===== src/rtl/pipeline_hazard_ctrl.sv =====
// pipeline_hazard_ctrl
//   Hazard control for a single-issue pipeline. It detects EX->ID forwarding
//   opportunities and load-use hazards. It also sequences multi-cycle
//   load-use stalls and branch-flush windows.
//
// Parameters
//   LOAD_LAT   load-use stall length in cycles (1..7)
//   BR_PENALTY flush length in cycles after a taken branch/jump (1..7)
//   CNT_W      width of the stall/flush performance counter
//
// Ports
//   clk, rst            clock; synchronous active-high reset
//   id_aa, id_ba        ID-stage source register addresses (A, B)
//   id_ma, id_mb        ID operand muxes select PC / immediate (no reg read)
//   ex_da, ex_rw, ex_md EX destination, write enable, result source (01=load)
//   br_taken            EX branch/jump resolved taken
//   cnt_clr             synchronous clear of perf_cnt
//   ha, hb              forward EX result to BUS_A / BUS_B
//   stall, bubble       hold PC+IF/ID; inject NOP into ID/EX
//   flush               squash the IF/ID instruction
//   busy                controller is not in RUN
//   perf_cnt            saturating count of cycles with stall or flush
//
// Configuration
//   HAZ_PERF_CNT_EN     when defined, perf_cnt is a real counter; otherwise
//                       perf_cnt is tied to zero and cnt_clr is ignored.
module pipeline_hazard_ctrl #(
  parameter int unsigned LOAD_LAT   = 1,
  parameter int unsigned BR_PENALTY = 2,
  parameter int unsigned CNT_W      = 16
) (
  input  logic             clk,
  input  logic             rst,
  input  logic [4:0]       id_aa,
  input  logic [4:0]       id_ba,
  input  logic             id_ma,
  input  logic             id_mb,
  input  logic [4:0]       ex_da,
  input  logic             ex_rw,
  input  logic [1:0]       ex_md,
  input  logic             br_taken,
  input  logic             cnt_clr,
  output logic             ha,
  output logic             hb,
  output logic             stall,
  output logic             bubble,
  output logic             flush,
  output logic             busy,
  output logic [CNT_W-1:0] perf_cnt
);

  typedef enum logic [1:0] {
    RUN    = 2'd0,
    LSTALL = 2'd1,
    BFLUSH = 2'd2
  } state_t;

  // The detection cycle in RUN is already the first stall/flush cycle.
  // The FSM therefore covers only the remaining LAT-1 cycles. cyc holds the
  // cycles still to run after the current one, and a length of 1 never
  // leaves RUN.
  localparam bit       LD_MULTI  = (LOAD_LAT > 1);
  localparam bit       BR_MULTI  = (BR_PENALTY > 1);
  localparam logic [2:0] LD_RELOAD = LD_MULTI ? 3'(LOAD_LAT - 2)   : 3'd0;
  localparam logic [2:0] BR_RELOAD = BR_MULTI ? 3'(BR_PENALTY - 2) : 3'd0;

  state_t     state, state_nx;
  logic [2:0] cyc, cyc_nx;

  logic dst_ok, match_a, match_b, is_load, load_use;

  always_comb begin
    dst_ok   = ex_rw && (ex_da != '0);
    match_a  = (ex_da == id_aa) && !id_ma;
    match_b  = (ex_da == id_ba) && !id_mb;
    is_load  = (ex_md == 2'b01);
    load_use = dst_ok && is_load && (match_a || match_b);
  end

  always_ff @(posedge clk) begin
    if (rst) begin
      state <= RUN;
      cyc   <= '0;
    end else begin
      state <= state_nx;
      cyc   <= cyc_nx;
    end
  end

  always_comb begin
    state_nx = state;
    cyc_nx   = cyc;
    ha       = 1'b0;
    hb       = 1'b0;
    stall    = 1'b0;
    bubble   = 1'b0;
    flush    = 1'b0;

    case (state)
      RUN: begin
        ha     = dst_ok && !is_load && match_a;
        hb     = dst_ok && !is_load && match_b;
        flush  = br_taken;
        stall  = load_use && !br_taken;
        bubble = load_use && !br_taken;
        if (br_taken) begin
          if (BR_MULTI) begin
            state_nx = BFLUSH;
            cyc_nx   = BR_RELOAD;
          end
        end else if (load_use && LD_MULTI) begin
          state_nx = LSTALL;
          cyc_nx   = LD_RELOAD;
        end
      end
      LSTALL: begin
        stall  = 1'b1;
        bubble = 1'b1;
        flush  = br_taken;
        if (br_taken) begin
          state_nx = BR_MULTI ? BFLUSH : RUN;
          cyc_nx   = BR_RELOAD;
        end else if (cyc == '0) begin
          state_nx = RUN;
        end else begin
          cyc_nx = cyc - 3'd1;
        end
      end
      BFLUSH: begin
        flush  = 1'b1;
        bubble = 1'b1;
        if (cyc == '0) begin
          state_nx = RUN;
        end else begin
          cyc_nx = cyc - 3'd1;
        end
      end
      default: begin
        state_nx = RUN;
        cyc_nx   = '0;
      end
    endcase

    if (rst) begin
      ha     = 1'b0;
      hb     = 1'b0;
      stall  = 1'b0;
      bubble = 1'b0;
      flush  = 1'b0;
    end
  end

  assign busy = (state != RUN);

`ifdef HAZ_PERF_CNT_EN
  logic [CNT_W-1:0] cnt_q;

  always_ff @(posedge clk) begin
    if (rst || cnt_clr) begin
      cnt_q <= '0;
    end else if ((stall || flush) && (cnt_q != '1)) begin
      cnt_q <= cnt_q + CNT_W'(1);
    end
  end

  assign perf_cnt = cnt_q;
`else
  logic unused_cnt_clr;
  assign unused_cnt_clr = cnt_clr;
  assign perf_cnt       = '0;
`endif

endmodule


===== config.mk =====
export PLATFORM = sky130hd
export DESIGN_NAME = pipeline_hazard_ctrl
export DESIGN_NICKNAME = d
export VERILOG_FILES = /design/src/rtl/pipeline_hazard_ctrl.sv
export SDC_FILE = /design/constraint.sdc
export NUM_CORES = 1
export LEC_CHECK = 0
export CAP_MARGIN = 25
export CORE_MARGIN = 2
export CORE_UTILIZATION = 35
export DETAILED_ROUTE_END_ITERATION = 6
export PLACE_DENSITY = 0.8
export SYNTH_ARGS = -nofsm -noshare
export SYNTH_HDL_FRONTEND = slang
export SYNTH_SLANG_ARGS = --single-unit

===== constraint.sdc =====
create_clock -name clk -period 1.85 [get_ports clk]
set_clock_uncertainty 0.05 [all_clocks]
set_input_delay 0.2775 -clock clk [delete_from_list [all_inputs] [get_ports clk]]
set_output_delay 0.2775 -clock clk [all_outputs]
set_load 0.02 [all_outputs]

==> summary.md, run 1 <==
| Metric | Value |
|---|---|
| Status | complete, but fails checks |
| Failing checks | setup timing |
| CTS Buf Count | 3 |
| Post-layout min period | 1.88 ns |
| GRT Overall Usage | 0.165 |
| Routability congestion estimate | 0.820 |
| Synth Area in Compound Gates | 0.133 |
| Yosys Warn Count | 0 |
| Pint | ~0.28 mW |
| Net switching power | between 0.1 and 0.15 mW |
| FILL cells | 181 |
| CTS tree | built |
| Initial antenna violation count | 0 |
| I/O pin total | 46 |
| DRC | 0 |
| Post-synthesis cell type count | 27 |
| Simple-gate share of the synthesized area | 0.211 |
| PortBufs | 28 |
| Core ar. | 0.00176 sq mm |
| Post-DR wirelength/cell | 10.4 um |
| DR vias | 698 |
| Clock root buffer | clkbuf_4 |
| Post-synthesis mux area share | 0.0150 |
| First-pass GRT wire length | 2550 um |
| Peak Freq | 0.532 GHz |
| Avg Vias per Cell | 4.47 |
| N_diodes | 0 |
| Synthesis-stage register bit count | 5 |
| Clock network power share | 0.312 |
| Synth Area in XOR/XNOR | 0.144 |
| Post-synth top area share | 0.179 |
| Number of H-tree levels | 1 |
| ANT nets after route | 0 |
| Ys async rst share | 0 |
| Largest cells by area after synthesis | buf_4 18%, dfxtp_1 15%, xnor2_1 12% |
| Final Cycle Share | 1.02 |
| Final nets | 162 |
| Iter 0 DRT Violations | 3 |
| Fin. Hold Viols | 0 |
| Multi-input gate area | 518 sq um |
| Largest net degree at the start of global routing | 6 |
| Syn Std Cell Area | 669 sq um |
| Leak | 0.482 nW |
| CTS Sinks | 5 |
| Clock tree buffer depth | 2 |
| Setup violators final | 2 |
| Synth area leader | buf_4 |
| Largest fanout on the critical path | 3 |
| Die X | 47.7 um |
| Synth Area per Inst | 7.61 sq um |
| Slew Limit Fails | 0 |
| Max_cap viols | 0 |
| Place WS | -0.844 ns |
| Row count | 15 |
| Seq pwr share | 0.271 |
| Worst hold path class | reg2reg |
| Critical Path End Type | output port |
| DP HPWL | 1440 um |
| Postcts setup bufs | 0 |
| Count leader, synth | buf_4 |
| Initial cell density of the core | 0.379 |
| Post-synth EDFFs | 0 |
| Pwr dens | ~390 mW/mm^2 |
| Net Sw Frac | 0.326 |
| Synth Area in Adders | 0.112 |
| Final wirelength | 1620 um |
| Top_reg_cell synth | dfxtp_1 |
| CP required | 1.52 ns |
| Commonest cells post-synth | 16 x buf_4, 9 x inv_1, 9 x nor2_1, 9 x xnor2_1, 6 x ha_1 |
| Combinational Power Share | 0.417 |
| Area Growth Syn to Fin | 56.6% |
| Die Height | 47.7 um |
| Vias in the first global route | 663 |
| Share of layout cells above drive strength 1 | 0.282 |
| Sequential standard cell area | ~100 sq um |
| Largest family of logic cells by synthesized area | buffers and inverters |
| Cells after Synth | 88 |
| DRT Pass-1 Iters | 4 |
| Kind of critical path | in2out |
| Final setup margin | -0.0289 ns |
| Clock Latency Late Sink | 0.24 ns |
| Critical path arrival | 1.55 ns |
| VDD IR max | between 200 and 300 uV |
| CP Launch Type | input pin |
| Post-layout util | 0.594 |
| Die ar. | around 0.0023 sq mm |
| Hold-fix buffers at CTS | 0 |
| Seq/Total Area, Yosys | 0.150 |
| RSZ-0062 raised after global routing | yes |
| Grt ovf | 0 |
| Reg clk slew, reported paths | 0.04 ns |
| Overall power | 0.410 mW |
cells in the final DEF (no fill, tap or decap), drive strengths merged, types with 4 or more instances in the layout:
master         netlist  layout
dlygate4sd2          0       5
conb                 1      16
a21oi                4       4
clkdlybuf4s50        0       8
ha                   6       6
dfxtp                5       5
clkbuf               0       6
clkdlybuf4s15        0       6
o21ai                4       4
inv                  9       9
nor2                 9       9
buf                 16      18
xnor2                9       9
kinds of logic after synthesis:
family | Yosys count
AO/OA/AOI/OAI | 14
XOR/XNOR | 11
adder cells (fa/ha/maj) | 6
buffers and inverters | 25
flip-flops | 5
multiplexers | 1
other | 1
AND/OR/NAND/NOR | 25
state kept, by name, indices dropped and copies added, names as in the netlist:
| signal | count |
|---|---|
| cyc | 3 |
| state | 2 |
area by class of cell:
class	instances	area share
Sequential cell	5	0.0979
Timing Repair Buffer	40	0.321
Tap cell	25	0.0298
Clock buffer	4	0.0251
Multi-Input combinational cell	73	0.494
Inverter	9	0.0322
routing by layer:
layer  vias up  wire, um  track usage
met3         0       154       0.0943
met1       321       547        0.145
met2        31       915        0.325
met4         0         0       0.0270
met5         -         0            0
li1        346         -            -
repair_timing:
action                     in CTS  in global routing
gates resized for setup        51                 13
hold endpoints to repair        0                  0
pin swaps                      15                 10
setup endpoints to repair       6                  4
path summary, 6_finish.rpt:
| path | startpoint | end | slack [ns] | cells past startpoint |
|---|---|---|---|---|
| worst min register to register | cyc[1] | cyc[1] | 0.45 | 2 |
| worst max register to register | state[1] | cyc[1] | 0.39 | 8 |
| worst min-delay path | cyc[1] | cyc[1] | 0.45 | 2 |
| worst max-delay path | id_aa[0] | stall | -0.03 | 5 |
power by group through the flow:
stage                     registers [mW]  logic, mW  clock network, mW
after floorplan                    0.113      0.109                  0
after global placement             0.112      0.168                  0
after detailed placement           0.112      0.173                  0
after CTS                          0.111      0.167              0.132
after global routing               0.111      0.185              0.145
final                              0.111      0.171              0.128
critical path, stage by stage:
cell and delay [ns]:
clkdlybuf4s50_1 0.41, xor2_1 0.14, or3_4 0.34, a311oi_2 0.20
buf_4 0.18
metrics by stage:
| step | instances | instance area [sq um] | setup TNS, ns | hold slack, ns |
|---|---|---|---|---|
| detailed placement | 152 | 1010 | -3.15 | 0.443 |
| floorplan | 103 | 732 | 0 | 0.297 |
| global placement | 152 | 1010 | -2.93 | 0.420 |
| finish | 156 | 1050 | -0.0450 | 0.447 |
| global route | 156 | 1050 | -0.259 | 0.481 |
| CTS | 156 | 1040 | -0.129 | 0.448 |
(Power assumes the default switching activity.)
==> run 2, diff against run 1 <==
--- a/config.mk
+++ b/config.mk
@@ -15 +15,2 @@
 export SYNTH_SLANG_ARGS = --single-unit
+export TNS_END_PERCENT = 10
==> constraint.sdc (replaced) <==
create_clock -name clk -period 1.85 [get_ports clk]
set_clock_uncertainty 0.05 [all_clocks]
set_input_delay 0.37 -clock clk [delete_from_list [all_inputs] [get_ports clk]]
set_output_delay 0.37 -clock clk [all_outputs]
set_load 0.02 [all_outputs]
==> run 2 against run 1 <==
  * The flow still finishes with violations (setup timing)
  * Total power is 4.5% higher
  * First-iteration DRC count increased by 33%
  * Maximum frequency fell by 5.3%
  * Flip-flop and latch count unchanged
  * Sequential power hardly changed
  * Sequential share of layout area is 0.55 points lower
  * Worst hold slack improved by 0.0016 ns
  * Combinational power is 9% higher
  * Critical endpoint is now hb
  * Largest cell class unchanged
==> summary.md, run 2 (same netlist as run 1, synthesis figures left out) <==
| Metric | Value |
|---|---|
| Die Height | 47.7 um (unchanged) |
| Final Cycle Share | 1.07 (+0.0565) |
| DP HPWL | 1290 um (-11%) |
| Clock Latency Late Sink | 0.25 ns (about the same) |
| R2R depth | 7 (-1) |
| Number of flip-flops in the largest register | 3 (unchanged) |
| Vias in the first global route | 689 (+3.9%) |
| DRT Pass-1 Iters | 4 (unchanged) |
| Post-DR wirelength/cell | 10.4 um (+0.72%) |
| Slowest cell on crit path | dfxtp_2 |
| ANT nets after route | 0 (unchanged) |
| Commonest non-fill, non-tap cell in the layout | buf_4 |
| Final setup margin | -0.133 ns (-0.105 ns) |
| Pwr dens | 386 mW/mm^2 (-1.4%) |
| Failing checks | setup timing |
| CTS Sinks | 5 (unchanged) |
| Max_cap viols | 0 (unchanged) |
| GRT Overall Usage | 0.170 (+0.00509) |
| Clock root buffer | clkbuf_4 |
| I/O pin total | 46 (unchanged) |
| CP Launch Type | flip-flop |
| Setup violators final | 4 (+2) |
| Row count | 15 (unchanged) |
| Post-layout util | 0.630 (+0.0355) |
| Core ar. | 0.00176 sq mm (unchanged) |
| DRC | 0 (unchanged) |
| Number of H-tree levels | 1 (unchanged) |
| Worst path cell trace | inv_2 -> ha_4 -> buf_4 -> inv_1 -> nor3_2 -> o211ai_1 -> nor2_1 -> buf_4 |
| Met3 global-route usage | 0.102 (+0.00755) |
| Multi-input gate area | 568 sq um (+9.7%) |
| Final nets | 165 (+1.9%) |
| Initial cell density of the core | 0.379 (unchanged) |
| Routability congestion estimate | 0.791 (-3.6%) |
| WP buf/inv | 4 (+2) |
| CP required | 1.43 ns (-0.09 ns) |
| Initial antenna violation count | 0 (unchanged) |
| Placed Cells | 152 (unchanged) |
| RSZ-0062 raised after global routing | yes |
| Worst hold path class | reg2reg |
| Leak | 0.535 nW (+11%) |
| Setup TNS | -0.425 ns (-0.380 ns) |
| Critical Path End Type | output port |
| Clock tree buffer depth | 2 (unchanged) |
| VDD IR max | 338 uV (+28%) |
| Fin. Hold Viols | 0 (unchanged) |
| Reg with most FFs | cyc |
| Area Growth Syn to Fin | 66.0% |
| Largest fanout on the critical path | 3 (unchanged) |
| Crit path top cell by count | buf_4 |
| Fin cells | 159 (+1.9%) |
| Post-layout min period | 1.98 ns (+0.105 ns) |
| Biggest registers after layout | cyc (3), state (2) |
| Kind of critical path | reg2out |
| DR vias | 724 (+3.7%) |
| N_diodes | 0 (unchanged) |
| Largest net degree at the start of global routing | 6 (unchanged) |
| Commonest non-fill, non-tap cells in the layout | 21 x buf_4, 16 x conb_1, 9 x nor2_1 |
| CP max stage delay | 0.32 ns (-0.09 ns) |
| Avg Vias per Cell | 4.55 (+1.8%) |
| Reg clk slew, reported paths | 0.05 ns (about the same) |
| GRT met1 Usage | 0.147 (+0.00131) |
| GR met2 Demand/Resource | 0.320 (-0.00533) |
| Share of layout cells above drive strength 1 | 0.433 (+0.150) |
| Iter 0 DRT Violations | 4 (+1) |
| Slew Limit Fails | 0 (unchanged) |
| Overall power | 0.428 mW (+4.5%) |
| R2R Setup Slk | 0.31 ns (-0.08 ns) |
| First-pass GRT wire length | 2600 um (+1.9%) |
| Status | complete, but fails checks |
| Grt ovf | 0 (unchanged) |
| Final wirelength | 1660 um (+2.7%) |
| Hold Path Stages | 2 (unchanged) |
| CTS tree | built |
| GRT Max-Usage Layer | met2 |
| Die X | 47.7 um (unchanged) |
| Critical path arrival | 1.56 ns (about the same) |
| CP delay by family, top | buffers and inverters |
| Sequential standard cell area | 103 sq um (unchanged) |
| WP depth | 8 (+3) |
| Die ar. | 0.00228 sq mm (unchanged) |
| Peak Freq | 0.504 GHz (-5.3%) |
| PortBufs | 28 (unchanged) |
| FILL cells | 149 (-18%) |
| Place WS | -1.04 ns (-0.195 ns) |
| CTS Buf Count | 3 (unchanged) |
## run 2: cell type report
class                      instances  share of cell area
multi-input combinational         73               0.511
timing repair buffer              43               0.314
sequential                         5              0.0923
inverter                           9              0.0304
tap                               25              0.0282
clock buffer                       4              0.0236
## run 2: where the power goes
group / internal (mW) / switching, mW
Sequential: 0.110 / 0.00104
Combinational: 0.0944 / 0.0921
Clock: 0.0818 / 0.0489
Total: 0.286 / 0.142
## run 2: path summary, 6_finish.rpt
check        startpoint     end
min              cyc[1]  cyc[1]
min reg2reg      cyc[1]  cyc[1]
max reg2reg    state[0]  cyc[2]
max            state[1]      hb
## run 2: repair_timing
action / 4_1_cts / 5_1_grt
resized for setup: 102 / 8
pin swaps: 19 / 11
buffers inserted: 3 / 0
setup endpoints to repair: 6 / 6
hold buffers: 0 / 0
endpoints found under the hold margin: 0 / 0
## run 2: tightest hold or removal path, stage by stage (launching register included)
cell	delay [ns]
dfxtp_1	0.30
nor2_1	0.09
a211oi_1	0.05
## run 2: routing by layer
metal	share of wire	vias up
met1	0.31	323
met2	0.55	43
li1	-	354
met5	0	-
met4	0.015	0
met3	0.12	4
## run 2: metrics by stage
step | hold WS, ns | cell area [sq um]
2_1_floorplan | 0.389 | 738
3_3_place_gp | 0.420 | 1020
3_5_place_dp | 0.436 | 1020
4_1_cts | 0.446 | 1100
5_1_grt | 0.455 | 1110
6_report | 0.449 | 1110
